[config.mk]
export PLATFORM = sky130hd
export DESIGN_NAME = stage_controller
export DESIGN_NICKNAME = d
export VERILOG_FILES = /design/src/rtl/stage_controller_pkg.sv /design/src/rtl/stage_controller_status.sv /design/src/rtl/stage_controller.sv
export SDC_FILE = /design/constraint.sdc
export NUM_CORES = 1
export LEC_CHECK = 0
export CAP_MARGIN = 5
export CORE_UTILIZATION = 30
export CTS_BUF_LIST = sky130_fd_sc_hd__clkbuf_8
export DETAILED_ROUTE_END_ITERATION = 12
export PLACE_DENSITY = 0.91
export SETUP_SLACK_MARGIN = 0.02
export SKIP_LAST_GASP = 1
export SYNTH_ARGS = -nofsm -noshare
export SYNTH_HDL_FRONTEND = slang
export SYNTH_HIERARCHICAL = 1
export SYNTH_SLANG_ARGS = --single-unit
[constraint.sdc]
create_clock -name clk -period 3.5 [get_ports clk]
set_input_delay 1.05 -clock clk [delete_from_list [all_inputs] [get_ports clk]]
set_output_delay 1.05 -clock clk [all_outputs]
set_load 0.005 [all_outputs]
[src/rtl/stage_controller_pkg.sv]
// Shared stage broadcast encoding for the processing-unit array and its sequencer.
package stage_controller_pkg;

  localparam int STAGE_WIDTH = 3;

  typedef logic [STAGE_WIDTH-1:0] stage_t;

  localparam stage_t STAGE_IDLE                = 3'd0;
  localparam stage_t STAGE_MEASUREMENT_LOADING = 3'd1;
  localparam stage_t STAGE_GROW                = 3'd2;
  localparam stage_t STAGE_MERGE               = 3'd3;
  localparam stage_t STAGE_RESULT_VALID        = 3'd4;

endpackage

[src/rtl/stage_controller_status.sv]
// Registered OR reduction of the per-PE busy and odd flags (one cycle of latency).
module stage_status_reducer
  import stage_controller_pkg::*;
#(
  parameter int PU_COUNT = 64
) (
  input  logic                clk,
  input  logic                reset,
  input  logic [PU_COUNT-1:0] busy,
  input  logic [PU_COUNT-1:0] odd,
  output logic                busy_any_q,
  output logic                odd_any_q
);

  // stage p0 -> p1: wide OR, registered so the array fan-in stays off the FSM path
  always_ff @(posedge clk or negedge reset) begin
    if (!reset) begin
      busy_any_q <= 1'b0;
      odd_any_q  <= 1'b0;
    end else begin
      busy_any_q <= |busy;
      odd_any_q  <= |odd;
    end
  end

endmodule

[src/rtl/stage_controller.sv]
// Central sequencer: LOAD, alternating MERGE/GROW rounds, then RESULT_VALID.
// Optional cycle counter enabled by defining STAGE_CTRL_CYCLE_COUNTER_EN.
module stage_controller
  import stage_controller_pkg::*;
#(
  parameter int PU_COUNT      = 64,
  parameter int MAX_ITERATION = 255,
  parameter int ITER_WIDTH    = 8,
  parameter int LOAD_CYCLES   = 2,
  parameter int MERGE_SETTLE  = 3
) (
  input  logic                   clk,
  input  logic                   reset,
  input  logic                   start_valid,
  output logic                   start_ready,
  input  logic [PU_COUNT-1:0]    busy,
  input  logic [PU_COUNT-1:0]    odd,
  output logic [STAGE_WIDTH-1:0] global_stage,
  output logic                   result_valid,
  input  logic                   result_ready,
  output logic [ITER_WIDTH-1:0]  iteration_count,
  output logic                   timeout
`ifdef STAGE_CTRL_CYCLE_COUNTER_EN
  ,
  output logic [31:0]            cycle_count
`endif
);

  localparam int LOAD_W   = (LOAD_CYCLES > 1) ? $clog2(LOAD_CYCLES) : 1;
  localparam int SETTLE_W = $clog2(MERGE_SETTLE + 1);

  localparam logic [2:0] S_IDLE  = 3'd0;
  localparam logic [2:0] S_LOAD  = 3'd1;
  localparam logic [2:0] S_MERGE = 3'd2;
  localparam logic [2:0] S_GROW  = 3'd3;
  localparam logic [2:0] S_DONE  = 3'd4;

  logic [2:0]            state_q, state_d;
  logic [LOAD_W-1:0]     load_cnt_q, load_cnt_d;
  logic [SETTLE_W-1:0]   settle_cnt_q, settle_cnt_d;
  logic [ITER_WIDTH-1:0] iter_q, iter_d;
  logic                  timeout_q, timeout_d;
  logic [STAGE_WIDTH-1:0] stage_q;
  logic                  busy_any_q;
  logic                  odd_any_q;
  logic                  start_fire;

  function automatic logic [STAGE_WIDTH-1:0] stage_of(input logic [2:0] s);
    case (s)
      S_LOAD:  return STAGE_MEASUREMENT_LOADING;
      S_MERGE: return STAGE_MERGE;
      S_GROW:  return STAGE_GROW;
      S_DONE:  return STAGE_RESULT_VALID;
      default: return STAGE_IDLE;
    endcase
  endfunction

  stage_status_reducer #(
    .PU_COUNT (PU_COUNT)
  ) u_reducer (
    .clk        (clk),
    .reset      (reset),
    .busy       (busy),
    .odd        (odd),
    .busy_any_q (busy_any_q),
    .odd_any_q  (odd_any_q)
  );

  assign start_ready     = (state_q == S_IDLE);
  assign result_valid    = (state_q == S_DONE);
  assign start_fire      = start_valid && start_ready;
  assign global_stage    = stage_q;
  assign iteration_count = iter_q;
  assign timeout         = timeout_q;

  always_comb begin
    state_d      = state_q;
    load_cnt_d   = load_cnt_q;
    settle_cnt_d = settle_cnt_q;
    iter_d       = iter_q;
    timeout_d    = timeout_q;
    case (state_q)
      S_IDLE: begin
        if (start_fire) begin
          state_d    = S_LOAD;
          load_cnt_d = LOAD_W'(LOAD_CYCLES - 1);
          iter_d     = '0;
          timeout_d  = 1'b0;
        end
      end
      S_LOAD: begin
        if (load_cnt_q == '0) begin
          state_d      = S_MERGE;
          settle_cnt_d = SETTLE_W'(MERGE_SETTLE);
        end else begin
          load_cnt_d = load_cnt_q - LOAD_W'(1);
        end
      end
      S_MERGE: begin
        // busy_any_q lags the broadcast by the PE pipeline, so it is ignored until settled
        if (settle_cnt_q != '0) begin
          settle_cnt_d = settle_cnt_q - SETTLE_W'(1);
        end else if (!busy_any_q) begin
          if (!odd_any_q) begin
            state_d = S_DONE;
          end else if (iter_q == ITER_WIDTH'(MAX_ITERATION)) begin
            state_d   = S_DONE;
            timeout_d = 1'b1;
          end else begin
            state_d = S_GROW;
          end
        end
      end
      S_GROW: begin
        // PEs only act on the first GROW cycle, so this state never lasts longer than one
        state_d      = S_MERGE;
        settle_cnt_d = SETTLE_W'(MERGE_SETTLE);
        iter_d       = iter_q + ITER_WIDTH'(1);
      end
      S_DONE: begin
        if (result_ready) state_d = S_IDLE;
      end
      default: state_d = S_IDLE;
    endcase
  end

  // stage p0 -> p1: FSM state and the registered stage broadcast update together
  always_ff @(posedge clk or negedge reset) begin
    if (!reset) begin
      state_q      <= S_IDLE;
      load_cnt_q   <= '0;
      settle_cnt_q <= '0;
      iter_q       <= '0;
      timeout_q    <= 1'b0;
      stage_q      <= STAGE_IDLE;
    end else begin
      state_q      <= state_d;
      load_cnt_q   <= load_cnt_d;
      settle_cnt_q <= settle_cnt_d;
      iter_q       <= iter_d;
      timeout_q    <= timeout_d;
      stage_q      <= stage_of(state_d);
    end
  end

`ifdef STAGE_CTRL_CYCLE_COUNTER_EN
  logic [31:0] cycle_cnt_q;

  function automatic logic [31:0] sat_inc32(input logic [31:0] v);
    return (v == 32'hFFFF_FFFF) ? v : v + 32'd1;
  endfunction

  // The accept cycle itself is the first counted cycle
  always_ff @(posedge clk or negedge reset) begin
    if (!reset) begin
      cycle_cnt_q <= '0;
    end else if (start_fire) begin
      cycle_cnt_q <= 32'd1;
    end else if (state_q == S_LOAD || state_q == S_MERGE || state_q == S_GROW) begin
      cycle_cnt_q <= sat_inc32(cycle_cnt_q);
    end
  end

  assign cycle_count = cycle_cnt_q;
`endif

endmodule
==> results, run 1 <==
- The flow ran to the end, and the final reports show no timing, DRC or antenna violations.
- Across all hold checks on the routed design, the worst slack comes to 0.508 ns.
- In the final design database the tool counted 419 nets.
- Once detail routing completed, the nets flagged for antenna violations numbered 0.
- Of the synthesized area, sequential elements account for 0.390.
- The number of detailed-route iterations in the first pass is 6.
- The critical path startpoint category is a flop.
- The weighted congestion reported at the end of routability-driven placement is 0.760.
- The quantity of hold-fixing buffers added after cts is 0.
- The count of buffers inserted at the top-level ports is 145.
- The share of synthesized area in the top cell type comes to 0.390.
- The setup skew after layout is 0.00627 ns.
- In this run the power density over the cells is 221 mW/mm2.
- After detailed routing, the average wire length per cell comes to 15.0 um.
- The number of hold violations in the final report is 0.
- The number of global-route vias before repair was 1692.
- The area fraction in compound gates after synthesis is 0.123.
- Clock-pin slew was measured on the worst setup and hold paths at 0.08 ns.
- The ratio of final minimum period to clock period is 0.774.
- In this run the cell area measured after placement is 0.00277 mm2.
- No sink is reached through more buffers than the 2 on the longest clock path.
- The largest vdd supply drop is 0.138 mV.
- The required time reported for the critical path endpoint is 2.45 ns.
- 146 I/O pins were placed.
- The post-synthesis xor/xnor area fraction is 0.
- The number of buffers added by the clock tree synthesis step is 3.
- The leakage power figure is 1.05 nW.
- Derived from the worst setup path, the maximum achievable clock frequency is 369 MHz.
- The worst path needs 2.71 ns of the cycle, external delays included.
- The number of slew-limit violations in the final report is 0.
- The overall track demand over capacity in global routing is 0.219.
- The slew at the pin closest to its max-slew limit is 0.888 ns.
- The filler cell count is 330.
- Summed over all layers, the global routing overflow is 0.
- The share of synthesized cell area in and, or, nand and nor gates is 0.409.
- The setup check on the worst reg-to-reg path leaves a slack of 1.81 ns.
- Max-cap violations in this run came to 0.
- The mux contribution to synthesized area is 0.0234.
- The initial utilization of the core area, before any placement, comes to 0.316.
- The post-synth net total is 274.
- The total DRC errors in the routed layout is 0.
- The maximum number of pins on one net before global-route repair is 21.
- The TritonCTS sink count is 20.
- The synthesized area per cell is 9.17 um2.
- The CTS tree is yes.
- By area, the combinational part of the netlist is dominated by simple AND/OR/NAND/NOR gates.
- The number of levels the H-tree was split into is 1.
- The area inside the core boundary is 0.00406 mm2.
- The final design instance area without fill is 0.00284 mm2.
- The x dimension of the die is 67.4 um.
- The highest-delay cell along the critical path is sky130_fd_sc_hd__dfrtp_1.
- The later pin in the worst-skew pair is clocked with a latency of 0.26 ns.
- The largest fanout on the critical path is 15.
- The number of antenna diodes in the final layout is 0.
- The first global-routing pass estimated 7470 um of wire.
- The mean number of vias per cell is 5.21.
- By area the synthesized netlist is led by sky130_fd_sc_hd__dfrtp_1, sky130_fd_sc_hd__nor4_1, sky130_fd_sc_hd__nand4_1.
- The synthesized design contains 0 enable-type register cells.
- The largest area contributor in the netlist is sky130_fd_sc_hd__dfrtp_1.
- In the synthesized netlist the dominant register cell turns out to be sky130_fd_sc_hd__dfrtp_1.
- The share of final-layout standard cells stronger than drive strength 1 is 0.0352.
- The worst setup path is captured at a primary output.
- Counting flops with an async set or reset pin after synthesis yields a share of 1.00.
- The share of synthesized cell area in full adder, half adder and majority cells is 0.0195.
- The commonest cells after synthesis are sky130_fd_sc_hd__nor4_1, sky130_fd_sc_hd__dfrtp_1, sky130_fd_sc_hd__a21oi_1, sky130_fd_sc_hd__nand4_1, sky130_fd_sc_hd__nand2_1.
- The post-synth design cell area is 0.00128 mm2.
- The die span in y is 67.4 um.
- Counting distinct cell types in the post-synthesis netlist gives 40.
- The tree is rooted in a sky130_fd_sc_hd__clkbuf_8.
- The tightest min-delay check is of the reg -> reg type.
- The signal on the critical path passes through inv_1 -> nor3_1 -> clkdlybuf4s50_1.
- Setup violations remaining at the end of the flow were counted as 0.
- The number of setup buffers added after CTS is 0.
- On the worst path, the slowest cell contributes a delay of 0.63 ns.
- Measured against its own limit, the worst slew margin works out to 0.406.
- The half-perimeter wire length of the detailed placement result is 4300 um.
- During synthesis, Yosys emitted a total of 6 warnings.
- The worst setup path category is reg -> out.
- In this run, synthesis produced a sequential element count of 20.
- The aggregate negative setup slack is 0 ns.
- The routed wire length is 5020 um.
- Setup repair after global routing left no endpoint under its margin.
- Counting every instance in the synthesized netlist gives 140.
- The die covers 0.00454 mm2.
- Summing over every cut layer, the via total after detailed routing is 1739.
- The initial antenna violation count was 0.
- The initialized floorplan defines 23 standard-cell rows.
- By instance count, the leading cell after synthesis is sky130_fd_sc_hd__nor4_1.
- The post-cts repair resize count is 0.
- The arrival time of the worst setup path is 1.66 ns.
- The iteration-0 DRC count of the detailed router is 170.
- The post-synthesis to final-layout area growth is 121%.
-- per-layer routing --
| layer | part of all wire | routed length, um | up-vias | track usage |
|---|---|---|---|---|
| met4 | 0.012 | 59 | 0 | 0.0638 |
| li1 | - | - | 857 | - |
| met1 | 0.41 | 2040 | 805 | 0.271 |
| met5 | 0 | 0 | - | 0 |
| met2 | 0.53 | 2670 | 71 | 0.393 |
| met3 | 0.047 | 238 | 6 | 0.0253 |
-- final cells by class --
type                       instances  area, um2  share of cell area
clock buffer                       3       41.3              0.0145
timing repair buffer             145       1450               0.511
clock inverter                     1       30.0              0.0106
inverter                           5       18.8             0.00660
sequential                        20        500               0.176
multi-input combinational        110        738               0.260
tap                               50       62.6              0.0220
-- sequential cells by signal (all words and copies together), names as in the netlist --
name	flops
u_reducer/busy_any_q	1
load_cnt_q	1
settle_cnt_q	2
iteration_count	8
timeout	1
global_stage	3
state_q	3
u_reducer/odd_any_q	1
-- final timing paths --
| kind | startpoint | endpoint | depth (start not counted) |
|---|---|---|---|
| setup / recovery | state_q[2]$_DFF_PN0_ | result_valid | 3 |
| hold / removal | u_reducer/odd_any_q$_DFF_PN0_ | global_stage[2]$_DFF_PN0_ | 1 |
| setup reg to reg | state_q[1]$_DFF_PN0_ | iteration_count[3]$_DFFE_PN0P_ | 3 |
| hold reg to reg | u_reducer/odd_any_q$_DFF_PN0_ | global_stage[2]$_DFF_PN0_ | 1 |
| max in group asynchronous | reset | iteration_count[7]$_DFFE_PN0P_ | 1 |
| min in group asynchronous | reset | load_cnt_q$_DFFE_PN0P_ | 1 |
-- power by group --
| group | internal (mW) | switching (mW) | total (mW) |
|---|---|---|---|
| Clock | 0.153 | 0.0811 | 0.234 |
| Combinational | 0.132 | 0.0312 | 0.163 |
| Sequential | 0.231 | 0 | 0.231 |
-- worst max-delay path, delay by kind of cell (launching register included) --
family / cells / cell delay [ns]
buf+inv: 2 / 0.63
simple gates: 1 / 0.14
flops: 1 / 0.63
-- layout by cell type, fill, tap and decap left out, types with 2 or more instances in the layout --
master / Yosys / final
sky130_fd_sc_hd__ha_1: 2 / 2
sky130_fd_sc_hd__o21ai_1: 2 / 2
sky130_fd_sc_hd__a31oi_1: 3 / 3
sky130_fd_sc_hd__nor4_2: 2 / 2
sky130_fd_sc_hd__inv_1: 5 / 5
sky130_fd_sc_hd__clkdlybuf4s50_1: 0 / 145
sky130_fd_sc_hd__mux2i_1: 3 / 3
sky130_fd_sc_hd__nand4_1: 10 / 10
sky130_fd_sc_hd__nand3_1: 5 / 5
sky130_fd_sc_hd__nor4_1: 30 / 30
sky130_fd_sc_hd__nor3_1: 2 / 2
sky130_fd_sc_hd__nand2_1: 7 / 7
sky130_fd_sc_hd__or4_1: 3 / 3
sky130_fd_sc_hd__nor2b_1: 2 / 2
sky130_fd_sc_hd__nor2_1: 2 / 2
sky130_fd_sc_hd__a21oi_1: 10 / 10
sky130_fd_sc_hd__and3_1: 4 / 4
sky130_fd_sc_hd__clkbuf_8: 0 / 3
sky130_fd_sc_hd__o21ai_0: 2 / 2
sky130_fd_sc_hd__o21a_1: 2 / 2
sky130_fd_sc_hd__dfrtp_1: 20 / 20
sky130_fd_sc_hd__o22ai_1: 2 / 2
-- per-stage QoR --
stage	setup WS (ns)	total power, mW	std cells	utilization
2_1_floorplan	1.46	0.243	140	-
3_3_place_gp	0.864	0.396	330	0.683
3_5_place_dp	0.860	0.398	330	0.683
4_1_cts	0.801	0.629	334	0.701
5_1_grt	0.660	0.649	334	0.701
6_report	0.790	0.627	334	0.701
-- kinds of logic after synthesis --
logic type	count (synthesis)
simple gates	79
compound gates	26
flops	20
buf+inv	10
mux	3
fa+ha+maj	2
Power figures use the tool's default switching activity.
==> run 2: changes to the inputs <==
- CORE_UTILIZATION: 30 -> 28
- PLACE_DENSITY: 0.91 -> 0.86
- clock period: 3.5 -> 2.5 ns (I/O delays scaled with it)
==> results, run 2 (synthesized netlist as in run 1, its figures left out) <==
- The weighted congestion reported at the end of routability-driven placement is 0.780.
- The critical path goes through nor3_1 -> clkdlybuf4s50_1.
- The setup skew after layout is 0.00218 ns.
- CTS built an H-tree with a depth of 1.
- The maximum count of clock buffers along a single path is 2.
- Counting instances, the worst hold path has a depth of 2.
- The run finished with clean final reports.
- The initial antenna violation count was 0.
- The design internal power is 0.616 mW.
- For this design the ratio of total power to cell area is 266 mW/mm2.
- In the finished design, the share of the clock period the worst path needs comes to 0.856.
- The worst register-to-register path has a depth of 4.
- The worst register-to-register path begins at state_q[1]$_DFF_PN0_.
- Of the total power, the clock network draws 0.268.
- Once placement finished, the instance area stood at 0.00280 mm2.
- The first global-routing pass estimated 8110 um of wire.
- The part of the total power dissipated in combinational logic is 0.304.
- Post-CTS repair changed the size of 0 cells.
- The smallest clock period supported by the final layout is computed as 2.14 ns.
- The overall track demand over capacity in global routing is 0.208.
- The launch point of the worst hold path is timeout$_DFFE_PN0P_.
- The routed length on met3 is 292 um.
- The critical path starts at state_q[1]$_DFF_PN0_.
- The number of global-route vias before repair is 1834.
- For this block, wires on met1 add up to 1960 um.
- In this run the standard cell core region covers 0.00438 mm2.
- The number of detailed-route iterations in the first pass is 4.
- The slew at the pin closest to its max-slew limit is 0.358 ns.
- The quantity of hold-fixing buffers added after cts is 0.
- The number of antenna cells inserted is 0.
- The count of maximum capacitance violations is 0.
- The iteration-0 DRC count of the detailed router is 106.
- Input and output buffers added on the ports amount to 145.
- The proportion of total power due to net switching is 0.186.
- Setup repair after global routing left no endpoint under its margin.
- For the worst-skew pair, the clock arrives at the later sink with an insertion delay of 0.25 ns.
- The worst setup path is captured at a primary output.
- The largest vdd supply drop is 0.196 mV.
- The arrival time of the worst setup path is 1.39 ns.
- Once layout is done, the placed cells without fillers occupy 0.00285 mm2.
- Across all layers, the routed design uses 1750 vias.
- 146 I/O pins were placed.
- After clock tree synthesis, the clock-pin slew on the worst setup and hold paths is 0.07 ns.
- After detailed routing, the number of vias per cell comes to 5.16.
- After routing, the total negative slack on setup checks comes to 0 ns.
- From synthesis to final layout, the design area changed by 122%.
- The most frequent standard cell in the layout excluding fill and tap cells is sky130_fd_sc_hd__clkdlybuf4s50_1.
- The routed wire length is 5090 um.
- The number of buffers added by the clock tree synthesis step is 3.
- The remaining global-route overflow is 0.
- The headroom to the max-slew limit is 0.759.
- The switching power of the nets is 0.140 mW.
- The power share of the sequential group is 0.428.
- Of the cells placed in the final design, the portion with a size suffix greater than 1 is 0.0453.
- The amount of wire on met2 after detailed routing is 2790 um.
- The leakage power figure is 1.05 nW.
- The CTS tree is yes.
- STA classifies the critical path startpoint as a flop.
- The register with the most flip-flops in the layout has 8 of them.
- The floorplan step defined a die boundary enclosing 0.00486 mm2.
- The TritonCTS sink count is 20.
- The number of slew-limit violations in the final report is 0.
- The net total in the final layout is 423.
- The maximum number of pins on one net before global-route repair is 21.
- The starting utilization of the core area is 0.293.
- Fill cells in the final layout number 365.
- In this run the clock root is driven by a sky130_fd_sc_hd__clkbuf_8.
- The count of nets left with antenna violations once routing finished came out at 0.
- The post-CTS setup repair buffer count is 0.
- The worst setup path category is reg -> out.
- The number of core rows is 24.
- The wire length per cell is 15.0 um.
- The x dimension of the die is 69.7 um.
- The highest metal layer used by the detailed router is met4.
- In this run the worst hold path is classified as reg -> reg.
- The half-perimeter wire length of the detailed placement result is 4510 um.
- The largest fanout on the critical path is 4.
- The highest-delay cell along the critical path is sky130_fd_sc_hd__clkdlybuf4s50_1.
- The highest achievable clock rate is 467 MHz.
- The required time reported for the critical path endpoint is 1.75 ns.
- The number of hold violations in the final report came to 0.
- The top cell types in the final layout, fill and taps aside, are sky130_fd_sc_hd__clkdlybuf4s50_1, sky130_fd_sc_hd__nor4_1, sky130_fd_sc_hd__dfrtp_1.
- The total DRC errors in the routed layout is 0.
- The die span in y is 69.7 um.
- The final count of negative-setup-slack endpoints is 0.
- In this design, the stage delay of the slowest critical-path cell is 0.54 ns.
## run 2: final cells by class
class,instances,area [um2],area share
inverters,5,18.8,0.00660
flip-flops and latches,20,500,0.176
clock buffers,3,41.3,0.0145
repair buffers,149,1480,0.521
well taps,52,65.1,0.0229
multi-input cells,110,738,0.259
## run 2: worst paths after layout
kind                       slack [ns]                        endpoint
min reg2reg                      0.52             timeout$_DFFE_PN0P_
max in group asynchronous        1.46     settle_cnt_q[1]$_DFFE_PN0P_
min in group asynchronous        0.84  iteration_count[2]$_DFFE_PN0P_
max                              0.36                    result_valid
max reg2reg                      0.85  iteration_count[3]$_DFFE_PN0P_
min                              0.52             timeout$_DFFE_PN0P_
## run 2: power groups by stage
stage / combinational, mW / sequential (mW) / clock (mW)
2_1_floorplan: 0.0106 / 0.330 / 0
3_5_place_dp: 0.231 / 0.330 / 0
5_1_grt: 0.245 / 0.323 / 0.221
3_3_place_gp: 0.227 / 0.330 / 0
4_1_cts: 0.232 / 0.323 / 0.208
6_report: 0.230 / 0.323 / 0.203
## run 2: metal layers
layer / vias up / GRT usage
li1: 868 / -
met1: 803 / 0.237
met2: 75 / 0.403
met3: 4 / 0.0378
met4: 0 / 0.0400
met5: - / 0
## run 2: through the flow
step	hold slack [ns]	setup WS (ns)	power, mW	util	cells
CTS	0.512	0.346	0.764	0.649	339
floorplan	0.451	0.764	0.340	-	140
finish	0.515	0.361	0.756	0.649	339
detailed placement	0.494	0.172	0.560	0.640	336
global placement	0.489	0.166	0.557	0.640	336
global route	0.529	0.303	0.789	0.649	339
## run 2: critical path, delay by kind of cell, from the launching register on
kind	cells	cell delay [ns]
flops	1	0.41
simple gates	1	0.19
buf+inv	1	0.54
==> run 3: changes to the inputs <==
- RECOVER_POWER: default -> 25
==> results, run 3 (synthesized netlist as in run 1, its figures left out) <==
- The remaining antenna violation count is 0.
- The ratio of final minimum period to clock period is 0.856.
- The mean number of vias per cell is 5.16.
- The post-synthesis to final-layout area growth is 121%.
- The total die area is 0.00486 mm2.
- The arrival time of the worst setup path is 1.39 ns.
- Buffers inserted to repair hold after CTS numbered 0.
- The count of maximum capacitance violations is 0.
- Summed over all nets, the half-perimeter wirelength after detailed placement is 4510 um.
- The slew at the pin closest to its max-slew limit is 1.04 ns.
- The net total in the final layout is 423.
- In this run the worst hold path is classified as reg -> reg.
- After detailed routing, the number of remaining DRC violations is 0.
- The highest achievable clock rate is 467 MHz.
- Measured along the x axis, the die boundary spans 69.7 um.
- The CTS tree is yes.
- Clock tree synthesis found a total of 20 sinks.
- The destination of the worst register-to-register timing path is iteration_count[3]$_DFFE_PN0P_.
- In the layout the commonest cells are sky130_fd_sc_hd__clkdlybuf4s50_1, sky130_fd_sc_hd__nor4_1, sky130_fd_sc_hd__dfrtp_1.
- Setup repair after global routing left no endpoint under its margin.
- 146 I/O pins were placed.
- The number of core rows is 24.
- The analysis attributes to cell leakage a power of 1.05 nW.
- The remaining global-route overflow is 0.
- The number of cells after detailed placement is 336.
- The wire length per cell is 15.0 um.
- For this configuration, the core starts out at a cell density of 0.293.
- For this run, global-route usage on met1 was measured as 0.237.
- For hold timing, the worst endpoint is timeout$_DFFE_PN0P_.
- For this run, the total global-route usage over all layers was measured as 0.208.
- The flow ran to the end, and the final reports show no timing, DRC or antenna violations.
- The floorplan step defined a core boundary enclosing 0.00438 mm2.
- In this run the most critical hold path is launched from timeout$_DFFE_PN0P_.
- The met2 track demand over resource in global routing is 0.403.
- The count of buffers inserted at the top-level ports is 145.
- The maximum number of pins on one net before global-route repair is 21.
- The detailed router finished its first iteration with 106 violations.
- The required time reported for the critical path endpoint is 1.75 ns.
- For this design the ratio of total power to cell area is 266 mW/mm2.
- The post-CTS setup repair buffer count is 0.
- The initial antenna violation count was 0.
- Counting I/O delays and the setup requirement, the final critical path takes 2.14 ns.
- In this run the register-to-register setup slack is 0.85 ns.
- Counting the buffers created by CTS gives 3.
- Between clock sinks in the finished design, the worst skew comes to 0.00218 ns.
- Setup violations remaining at the end of the flow were counted as 0.
- The number of hold violations in the final report is 0.
- The worst hold path passes through 2 cells.
- The largest fanout on the critical path is 4.
- Once layout is complete, the cells apart from fillers number 339.
- In this run the tightest slew margin relative to its limit is 0.309.
- The library cell used most frequently in the layout, excluding fill and tap cells, is sky130_fd_sc_hd__clkdlybuf4s50_1.
- The maximum count of clock buffers along a single path is 2.
- The endpoint kind of the worst setup timing path is a primary output.
- The die span in y is 69.7 um.
- Once the clock tree was built, the resizer swapped 0 gates to a different size.
- The number of global-route vias before repair is 1834.
- The repair_antennas step left the layout with diodes totalling 0.
- The largest vdd supply drop is 0.196 mV.
- The global-route met3 utilization is 0.0378.
- The root buffer cell chosen for the clock tree is sky130_fd_sc_hd__clkbuf_8.
- The worst register-to-register path begins at state_q[1]$_DFF_PN0_.
- For this block, the routed nets add up to 5090 um of wire.
- The share of final-layout standard cells stronger than drive strength 1 is 0.0418.
- Routability-driven placement finished with a final weighted congestion of 0.780.
- The number of levels the H-tree was split into is 1.
- The critical path startpoint category is a flop.
- The wire length of the first global-routing pass is 8110 um.
- The clock transition time at the flip-flop clock pins of the worst setup and hold paths is 0.07 ns.
- The total via count in the routed design is 1750.
- The worst setup path category is reg -> out.
- For the worst-skew pair, the clock arrives at the later sink with an insertion delay of 0.25 ns.
- The number of cells traversed by the worst register-to-register path is 4.
- After global routing, the most crowded layer is met2.
- Setup total negative slack on the finished layout was measured at 0 ns.
- Before antenna repair, the detailed router went through 4 iterations.
- The flip-flop count of the largest register, all copies and words added is 8.
- The number of slew-limit violations in the final report came to 0.
[run 3: cell types whose count changed in the layout (fill, tap and decap cells not counted)]
| cell | previous run | this run |
|---|---|---|
| sky130_fd_sc_hd__buf_4 | 4 | 3 |
| sky130_fd_sc_hd__clkbuf_1 | 0 | 1 |
| sky130_fd_sc_hd__clkdlybuf4s50_1 | 145 | 144 |
| sky130_fd_sc_hd__dlygate4sd3_1 | 0 | 1 |
[run 3: worst max-delay path, stage by stage, from the launching register on]
cell and delay, ns:
sky130_fd_sc_hd__dfrtp_1 0.41, sky130_fd_sc_hd__nor3_1 0.19, sky130_fd_sc_hd__clkdlybuf4s50_1 0.54
[run 3: area by class of cell]
class | count | area [um2]
Multi-Input combinational cell | 110 | 738
Fill cell | 367 | 1540
Sequential cell | 20 | 500
Timing Repair Buffer | 149 | 1480
Inverter | 5 | 18.8
Tap cell | 52 | 65.1
Clock buffer | 3 | 41.3
[run 3: worst max path at each step]
stage | slack [ns] | from | end | cells after the start
6_report | 0.36 | state_q[1]$_DFF_PN0_ | result_valid | 2
3_3_place_gp | 0.17 | odd[1] | u_reducer/odd_any_q$_DFF_PN0_ | 4
4_1_cts | 0.35 | state_q[1]$_DFF_PN0_ | start_ready | 2
5_1_grt | 0.30 | state_q[0]$_DFF_PN0_ | result_valid | 2
2_1_floorplan | 0.76 | busy[4] | u_reducer/busy_any_q$_DFF_PN0_ | 3
3_5_place_dp | 0.17 | busy[13] | u_reducer/busy_any_q$_DFF_PN0_ | 4
[run 3: per-stage QoR]
stage | power [mW] | util | hold WS [ns] | worst slack [ns] | area, um2
floorplan | 0.340 | - | 0.451 | 0.764 | 1280
global placement | 0.557 | 0.640 | 0.489 | 0.166 | 2800
CTS | 0.764 | 0.649 | 0.512 | 0.346 | 2850
global route | 0.788 | 0.648 | 0.529 | 0.303 | 2840
finish | 0.755 | 0.648 | 0.515 | 0.361 | 2840
detailed placement | 0.560 | 0.640 | 0.494 | 0.172 | 2800
[run 3: power by group]
part	leakage [nW]	total, mW	switching, mW	internal (mW)
combinational	0.822	0.229	0.0447	0.184
sequential	0.206	0.323	0	0.323
clock	0.0216	0.203	0.0957	0.107
total	1.05	0.755	0.140	0.615
[run 3: per-layer routing]
| layer | share of wire | routed length [um] | up-vias |
|---|---|---|---|
| li1 | - | - | 868 |
| met1 | 0.38 | 1950 | 803 |
| met2 | 0.55 | 2790 | 75 |
| met3 | 0.058 | 297 | 4 |
| met4 | 0.0090 | 46 | 0 |
| met5 | 0 | 0 | - |
